--- config.mk ---
export PLATFORM = sky130hd
export DESIGN_NAME = bundling_add_cut_seq
export DESIGN_NICKNAME = d
export VERILOG_FILES = /design/src/rtl/bundling_add_cut_seq.sv
export SDC_FILE = /design/constraint.sdc
export NUM_CORES = 1
export LEC_CHECK = 0
export ABC_AREA = 1
export BUFFER_PORTS_ARGS = -buffer_cell sky130_fd_sc_hd__buf_4
export CORE_MARGIN = 2
export CORE_UTILIZATION = 58
export CTS_BUF_LIST = sky130_fd_sc_hd__clkbuf_4 sky130_fd_sc_hd__clkbuf_8
export CTS_CLUSTER_SIZE = 12
export DETAILED_ROUTE_END_ITERATION = 10
export PLACE_DENSITY = 0.83
export SKIP_LAST_GASP = 1
export SLEW_MARGIN = 20
export SYNTH_ARGS = -nofsm -noshare
export SYNTH_HDL_FRONTEND = slang
export SYNTH_SLANG_ARGS = --single-unit
--- constraint.sdc ---
create_clock -name clk -period 4.6 [get_ports clk]
set_input_delay 0.46 -clock clk [delete_from_list [all_inputs] [get_ports clk]]
set_output_delay 0.46 -clock clk [all_outputs]
set_load 0.01 [all_outputs]
--- src/rtl/bundling_add_cut_seq.sv ---
// ---------------------------------------------------------------------------
// bundling_add_cut_seq
//
// Sequential element-wise adder for hypervector bundling. It reads A[i] and
// B[i] over a single-port memory interface, then writes
// C[i] = f(A[i] + B[i]) for i = 0..D-1. f is latched per run and is a bipolar
// cut, a saturation to the element range, or a sign.
//
// Ports
//   clk, reset        clock, asynchronous active-high reset
//   valid / ready     start handshake (accepted on valid & ready)
//   mode              0 cut, 1 saturate, 2 sign, 3 same as 0
//   addr_a/b/c        base word addresses of A, B and C
//   raddress/data_rd  read port; element in data_rd[DATA_WIDTH-1:0]
//   we_n/waddress     active-low write strobe and write address
//   data_wr           result, sign-extended to 32 bits
//   done              one-cycle pulse after the last element is written
//
// state   | meaning
// --------+--------------------------------------------------------------
// IDLE    | ready high, waiting for valid
// WAIT_A  | raddress holds A[i] address for RD_LATENCY cycles
// WAIT_B  | raddress holds B[i] address for RD_LATENCY cycles
// WRITE   | we_n low for one cycle with C[i] address and data
// ---------------------------------------------------------------------------
module bundling_add_cut_seq #(
    parameter int HYPERVECTOR_DIMENSIONS = 1000,
    parameter int DATA_WIDTH             = 8,
    parameter int RD_LATENCY             = 1,
    parameter int CUT_NEG                = -1,
    parameter int CUT_POS                = 1
) (
    input  logic        clk,
    input  logic        reset,
    input  logic        valid,
    output logic        ready,
    input  logic [1:0]  mode,
    input  logic [20:0] addr_a,
    input  logic [20:0] addr_b,
    input  logic [20:0] addr_c,
    output logic        we_n,
    output logic [20:0] waddress,
    output logic [31:0] data_wr,
    output logic [20:0] raddress,
    input  logic [31:0] data_rd,
    output logic        done
);

    localparam int AW    = 21;
    localparam int IDX_W = (HYPERVECTOR_DIMENSIONS > 1) ? $clog2(HYPERVECTOR_DIMENSIONS) : 1;
    localparam int LAT_W = (RD_LATENCY > 1) ? $clog2(RD_LATENCY) : 1;

    localparam logic [IDX_W-1:0] LAST_IDX = IDX_W'(HYPERVECTOR_DIMENSIONS - 1);
    // Latency timer counts down from L-1; the transition happens on terminal count.
    localparam logic [LAT_W-1:0] LAT_LOAD = LAT_W'(RD_LATENCY - 1);
    localparam int SAT_HI = (1 << (DATA_WIDTH - 1)) - 1;
    localparam int SAT_LO = -(1 << (DATA_WIDTH - 1));

    typedef enum logic [1:0] {
        S_IDLE,
        S_WAIT_A,
        S_WAIT_B,
        S_WRITE
    } state_t;

    state_t                state_q, state_d;
    logic [IDX_W-1:0]      idx_q, idx_d;
    logic [LAT_W-1:0]      lat_q, lat_d;
    logic [1:0]            mode_q, mode_d;
    logic [AW-1:0]         base_a_q, base_a_d;
    logic [AW-1:0]         base_b_q, base_b_d;
    logic [AW-1:0]         base_c_q, base_c_d;
    logic [DATA_WIDTH-1:0] op_a_q, op_a_d;
    logic                  ready_q, ready_d;
    logic                  we_n_q, we_n_d;
    logic                  done_q, done_d;
    logic [AW-1:0]         waddr_q, waddr_d;
    logic [AW-1:0]         raddr_q, raddr_d;
    logic [31:0]           data_wr_q, data_wr_d;

    logic [AW-1:0]         idx_ext;
    logic signed [31:0]    op_a_ext;
    logic signed [31:0]    op_b_ext;
    logic signed [31:0]    sum;
    logic signed [31:0]    result;
    logic                  unused_rd_hi;

    assign idx_ext      = AW'(idx_q);
    assign op_a_ext     = {{(32-DATA_WIDTH){op_a_q[DATA_WIDTH-1]}}, op_a_q};
    assign op_b_ext     = {{(32-DATA_WIDTH){data_rd[DATA_WIDTH-1]}}, data_rd[DATA_WIDTH-1:0]};
    // Both operands fit in W bits, so the W+1-bit sum is exact in 32 bits.
    assign sum          = op_a_ext + op_b_ext;
    assign unused_rd_hi = ^data_rd[31:DATA_WIDTH];

    // Result stays within the W-bit range, so the 32-bit value is already
    // the sign extension of the W-bit result.
    always_comb begin
        result = sum;
        case (mode_q)
            2'd1: begin
                if (sum > SAT_HI)      result = SAT_HI;
                else if (sum < SAT_LO) result = SAT_LO;
            end
            2'd2: result = (sum < 0) ? -1 : 1;
            default: begin
                if (sum > CUT_POS)      result = CUT_POS;
                else if (sum < CUT_NEG) result = CUT_NEG;
            end
        endcase
    end

    always_comb begin
        state_d   = state_q;
        idx_d     = idx_q;
        lat_d     = lat_q;
        mode_d    = mode_q;
        base_a_d  = base_a_q;
        base_b_d  = base_b_q;
        base_c_d  = base_c_q;
        op_a_d    = op_a_q;
        ready_d   = ready_q;
        we_n_d    = we_n_q;
        done_d    = 1'b0;
        waddr_d   = waddr_q;
        raddr_d   = raddr_q;
        data_wr_d = data_wr_q;

        case (state_q)
            S_IDLE: begin
                if (valid) begin
                    mode_d   = mode;
                    base_a_d = addr_a;
                    base_b_d = addr_b;
                    base_c_d = addr_c;
                    idx_d    = '0;
                    raddr_d  = addr_a;
                    lat_d    = LAT_LOAD;
                    ready_d  = 1'b0;
                    state_d  = S_WAIT_A;
                end
            end
            S_WAIT_A: begin
                if (lat_q == '0) begin
                    op_a_d  = data_rd[DATA_WIDTH-1:0];
                    raddr_d = base_b_q + idx_ext;
                    lat_d   = LAT_LOAD;
                    state_d = S_WAIT_B;
                end else begin
                    lat_d = lat_q - LAT_W'(1);
                end
            end
            S_WAIT_B: begin
                if (lat_q == '0) begin
                    we_n_d    = 1'b0;
                    waddr_d   = base_c_q + idx_ext;
                    data_wr_d = result;
                    state_d   = S_WRITE;
                end else begin
                    lat_d = lat_q - LAT_W'(1);
                end
            end
            S_WRITE: begin
                we_n_d = 1'b1;
                if (idx_q != LAST_IDX) begin
                    idx_d   = idx_q + IDX_W'(1);
                    raddr_d = base_a_q + idx_ext + AW'(1);
                    lat_d   = LAT_LOAD;
                    state_d = S_WAIT_A;
                end else begin
                    done_d  = 1'b1;
                    ready_d = 1'b1;
                    state_d = S_IDLE;
                end
            end
            default: state_d = S_IDLE;
        endcase
    end

    always_ff @(posedge clk or posedge reset) begin
        if (reset) begin
            state_q   <= S_IDLE;
            idx_q     <= '0;
            lat_q     <= '0;
            mode_q    <= '0;
            base_a_q  <= '0;
            base_b_q  <= '0;
            base_c_q  <= '0;
            op_a_q    <= '0;
            ready_q   <= 1'b1;
            we_n_q    <= 1'b1;
            done_q    <= 1'b0;
            waddr_q   <= '0;
            raddr_q   <= '0;
            data_wr_q <= '0;
        end else begin
            state_q   <= state_d;
            idx_q     <= idx_d;
            lat_q     <= lat_d;
            mode_q    <= mode_d;
            base_a_q  <= base_a_d;
            base_b_q  <= base_b_d;
            base_c_q  <= base_c_d;
            op_a_q    <= op_a_d;
            ready_q   <= ready_d;
            we_n_q    <= we_n_d;
            done_q    <= done_d;
            waddr_q   <= waddr_d;
            raddr_q   <= raddr_d;
            data_wr_q <= data_wr_d;
        end
    end

    assign ready    = ready_q;
    assign we_n     = we_n_q;
    assign done     = done_q;
    assign waddress = waddr_q;
    assign raddress = raddr_q;
    assign data_wr  = data_wr_q;

endmodule

* Yosys cells after proc, flatten, opt, wreduce, memory -nomap -nowiden
Index checks and enable logic that the tools add are counted.
Storage, ports and cells: flip-flop bits (word level) 163, output and inout bits 77
Operators by class: reduce and logical (&&, ||, !) cells 14, muxes and demuxes 28, bitwise logic cells 1, $add $sub $neg 7, magnitude comparators 5, equal/unequal tests 11
Operators with widths (number):
- 32-bit 2-to-1 mux | 5
- 32-bit case mux with 2 select lines | 1
- 21-bit by 10-bit adder with 21-bit output | 3
- 21-bit 2-to-1 mux | 3
- 21-bit case mux with 3 select lines | 1
- 21-bit by 1-bit adder with 21-bit output, second input constant | 1
- 10-bit 2-to-1 mux | 2
- 10-bit case mux with 2 select lines | 1
- 9-bit by 1-bit less-than comparator with 1-bit output, second input constant | 2
- 10-bit by 1-bit adder with 10-bit output, second input constant | 1
- 10-bit inequality test, second input constant | 1
- 2-bit inequality test, second input constant | 5
- 2-bit AND reduction | 5
- 8-bit by 8-bit adder with 9-bit output | 1
- 9-bit by 2-bit > comparator with 1-bit output, second input constant | 1
- 9-bit by 8-bit > comparator with 1-bit output, second input constant | 1
- 9-bit by 8-bit less-than comparator with 1-bit output, second input constant | 1
- 3-bit AND reduction | 3
- 1-bit 2-to-1 mux | 8
- 2-bit case mux with 4 select lines | 1
- 2-bit == test, second input constant | 3
- 2-bit 2-to-1 mux | 3
- 2-bit by 1-bit == test with 1-bit output, second input constant | 2
- 1-bit case mux with 2 select lines | 2
- other kinds (8) | 9

* Longest topological paths before layout
depth after elaboration 5, depth in mapped cells 17, depth with buffers taken out 17

* Least setup slack after synthesis
No wires, ideal clock.
path kind input -> register, from input port data_rd[0], to register data_wr_q[2], in the netlist data_wr[2], arrival time 2.391 ns, slack 2.092 ns, required time 4.484 ns, stages on the path 17, cells stage by stage ha_1 -> fa_1 -> nand3_1 -> nand2_1 -> nand3_1 -> nand2_1 -> nand2_1 -> nand2_1 -> nor2_1 -> nand4_1 -> ha_1 -> inv_1 -> nand2_1 -> nand3_1 -> nand2_1 -> nand2_1 -> nand2_1
Between the ends: word-level cells in the longest chain between the ends 5, elaborated cells on any way between the ends 12, classes of those cells add/sub (1); order compare (5); mux (6)
Ends and longest elaborated chain:
- start, declared | line 45 | input logic [31:0] data_rd,
- 8-bit by 8-bit adder with 9-bit output * | line 92 | assign sum = op_a_ext + op_b_ext;
- 9-bit by 1-bit less-than comparator with 1-bit output / 9-bit by 8-bit less-than comparator with 1-bit output (equally long branches) | line 107, 102
- 32-bit 2-to-1 mux, on equally long branches | line 107, 102
- 32-bit 2-to-1 mux, on equally long branches | line 106, 101
- 32-bit case mux with 2 select lines * | line 99 | case (mode_q)
- end signal, assigned | line 209 | data_wr_q <= data_wr_d;
- end, declared | line 79 | logic [31:0] data_wr_q, data_wr_d;
Every way passes the cells marked *; elsewhere a longest branch is shown, timed or not. A chain may end at the register's enable or synchronous reset.

* Worst setup path in the final report
from register state_q[0], to register raddr_q[8], in the netlist raddress[8]
Between the ends: word-level cells in the longest chain between the ends 3, elaborated cells on any way between the ends 9, classes of those cells eq/ne (5); mux (1); reduce/logical (3)
Ends and longest elaborated chain:
- start, declared | line 66 | state_t state_q, state_d;
- start signal, assigned | line 196 | state_q <= state_d;
- 2-bit == test (tied with other cells) | line 128 | case (state_q)
- 2-bit inequality test (no line) / 3-bit nonzero test (equally long branches)
- 4-bit AND reduction (no line)
- end signal, assigned | line 208 | raddr_q <= raddr_d;
- end, declared | line 78 | logic [AW-1:0] raddr_q, raddr_d;
Parallel ways exist; a longest one is shown, timed or not.

==> summary.txt <==
Outcome
  • Run status: finished, final reports clean

Timing
  • Worst Skew: a little under 0.009 ns
  • Period minus WS final: between 2 and 3 ns
  • Relative slew slack: 0.282
  • Final Hold Fails: 0
  • Final-report max-slew violation count: 0
  • # setup viols final: 0
  • Fmax achieved: 356 MHz
  • Actual slew at the worst max-slew pin: 1.08 ns
  • TNS Setup: 0 ns
  • RSZ-0062 raised after global routing: no
  • Final Cycle Share: 0.610

Worst setup path
  • Reg2reg start: state_q[0]
  • Critical path fanouts, max: 30
  • Slowest stage delay, CP: around 0.49 ns
  • Crit path DAT: around 3.2 ns
  • Crit path launch type: flop
  • Critical Path, Cell by Cell: inv_1 > ha_1 > buf_4 > inv_2 > buf_4 > nand3_2 > inv_2 > nand2_1 > o22ai_1 > inv_1
  • Crit path launch: state_q[0]
  • Critical path class: reg2reg
  • Worst EP required: ~5 ns
  • CP endpoint kind: flop
  • R2r setup slk: about 1.8 ns
  • RR Endpoint: raddress[8]
  • Slowest CP cell: nand3_2
  • Reg2reg path depth: 10

Global route
  • First-pass GRT wire length: between 30,000 and 40,000 µm
  • Initial antenna violation count: 0
  • Met3 Use GR: 0.0553
  • Routing usage on met2: 0.450
  • Largest net degree at the start of global routing: 101
  • Gr ovfl total: 0
  • Overall routing resource usage: 0.280
  • GR peak layer: met2
  • Met1 GRT Util: 0.375
  • Vias in the first global route: around 7.7k

Clock network
  • CTS tree: built
  • Num CTS Buffers: 17
  • H-tree depth: 4
  • Setup bufs post-CTS: 0
  • Post_cts resized: 0
  • CTS Buffer Depth: 2
  • Clk Latency, worst-skew pair: about 0.46 ns
  • Clk sinks: approximately 140
  • Clock-pin slew on the worst setup and hold paths: approximately 0.080 ns
  • Root buf cell: clkbuf_8
  • # hold bufs at CTS: 0

Yosys
  • Dominant synthesized flop cell: dfrtp_1
  • EDFF count, synth: 0
  • Synthesized flop and latch total: 139
  • Synth area leaders: dfrtp_1 38%, nand2_1 14%, ha_1 6.5%
  • Synthesis Warnings: 0
  • Count leader, synth: nand2_1
  • Most instantiated cells after synthesis: 327 x nand2_1, 137 x dfrtp_1, 119 x inv_1
  • Post-Syn Area: 0.00908 mm²
  • Leading area contributor after synthesis: dfrtp_1
  • Distinct cells, synth: ~50
  • Syn avg cell area: around 7.5 µm²
  • Mapped Nets: 1,354
  • Sequential element share of the synthesized area: 0.383
  • Area share of the largest cell type after synthesis: 0.378
  • Synth async-reset ratio: 1.00
  • Mapped Cells: 1,203

Drt
  • Initial DRT Pass Iterations: 5
  • Final ANT Viol Nets: 0
  • Vias per Instance: approximately 5.4
  • DR WL/cell: roughly 15 µm
  • Via count: ~8.4k
  • Initial DRC Count: about 640
  • Drt drc: 0
  • Total routed wirelength: around 23,000 µm

Floorplan
  • Core ar.: 0.0153 mm²
  • Die height: 129 µm
  • Die ar.: ~0.017 mm²
  • IO Pins: about 180
  • FP Rows: 45
  • Initial Utilization: 0.595
  • Die X: between 100 and 150 µm

Placement
  • Placed Cells: between 1.5k and 2k
  • Input/output buffers: roughly 150
  • Final GP Congestion: between 0.9 and 1
  • DP Wirelength: around 17,000 µm

Run
  • Max cap viols: 0

Cells and area
  • Nets: 1,479
  • # fillers: 1,291
  • Non-Filler Instances: roughly 1.6k
  • Layout area overhead: 17.1%
  • N_diodes: 0
  • Layout cells sized above 1: 0.195

Power
  • Pwr dens: around 690 mW/mm²
  • Leakage: between 5 and 6 nW
  • Max VDD drop: between 0.0003 and 0.0004 V

Min path
  • Hold Crit Class: in2async
power by group:
part           switching [mW]  internal [mW]
clock network           0.472          0.537
registers               0.462           1.80
logic                    2.47           1.63
routing by layer:
metal	routed length (µm)	vias to the layer above
li1	-	4196
met1	10200	3884
met2	10500	303
met3	1490	43
met4	699	0
met5	0	-
cell type report:
class | instances | area (µm²) | area share
clock buffer | 24 | 299 | 0.0281
clock inverter | 8 | 93.8 | 0.00883
inverter | 130 | 495 | 0.0466
multi-input combinational | 883 | 4820 | 0.453
sequential | 139 | 3480 | 0.327
tap | 211 | 264 | 0.0248
timing repair buffer | 157 | 1180 | 0.111
cell families after synthesis:
| logic type | synth area share |
|---|---|
| flops | 0.383 |
| fa+ha+maj | 0.0736 |
| xor+xnor | 0.0125 |
| simple gates | 0.282 |
| mux | 0.0459 |
| buf+inv | 0.0869 |
| compound gates | 0.115 |
critical path: cells and delay by family (launching register included):
family	cells	cell delay [ns]
buffers and inverters	6	1.31
AO/OA/AOI/OAI	1	0.13
flip-flops	1	0.41
adder cells (fa/ha/maj)	1	0.20
AND/OR/NAND/NOR	2	0.58
flip-flops by register name, indices dropped and copies added (netlist names):
signal,count
ready,1
base_a_q,21
state_q,2
base_b_q,21
idx_q,10
we_n,1
op_a_q,8
waddress,21
done,1
mode_q,2
data_wr,9
base_c_q,21
raddress,21
how the worst max path moves through the flow:
stage,depth (start not counted),slack [ns],endpoint
after floorplan,1,0.42,base_a_q[0]
after global placement,18,1.75,data_wr[2]
after detailed placement,18,1.71,data_wr[1]
after CTS,10,1.80,raddress[8]
after global routing,10,1.52,raddress[8]
final,10,1.79,raddress[8]
placed cells by master (no fill, tap or decap), types with 17 or more instances in the layout:
master | synthesis | routed
o21ai_0 | 55 | 55
buf_4 | 23 | 157
inv_1 | 119 | 118
a21oi_1 | 84 | 84
clkbuf_8 | 1 | 19
nand2_1 | 327 | 326
nand4_1 | 17 | 17
nor2_1 | 87 | 87
dfrtp_1 | 137 | 137
mux2_2 | 37 | 37
nand3_1 | 109 | 109
ha_1 | 47 | 47
metrics by stage:
step,instance area (µm²),power (mW),hold WS (ns),worst slack [ns],util
after floorplan,9080,5.15,0.446,0.419,-
after global placement,10200,6.21,0.453,1.75,0.671
after detailed placement,10200,6.34,0.464,1.71,0.671
after CTS,10600,7.37,0.190,1.80,0.697
after global routing,10600,8.02,0.202,1.52,0.697
final,10600,7.37,0.160,1.79,0.697
Note: power is estimated with default switching activity, not from simulation.
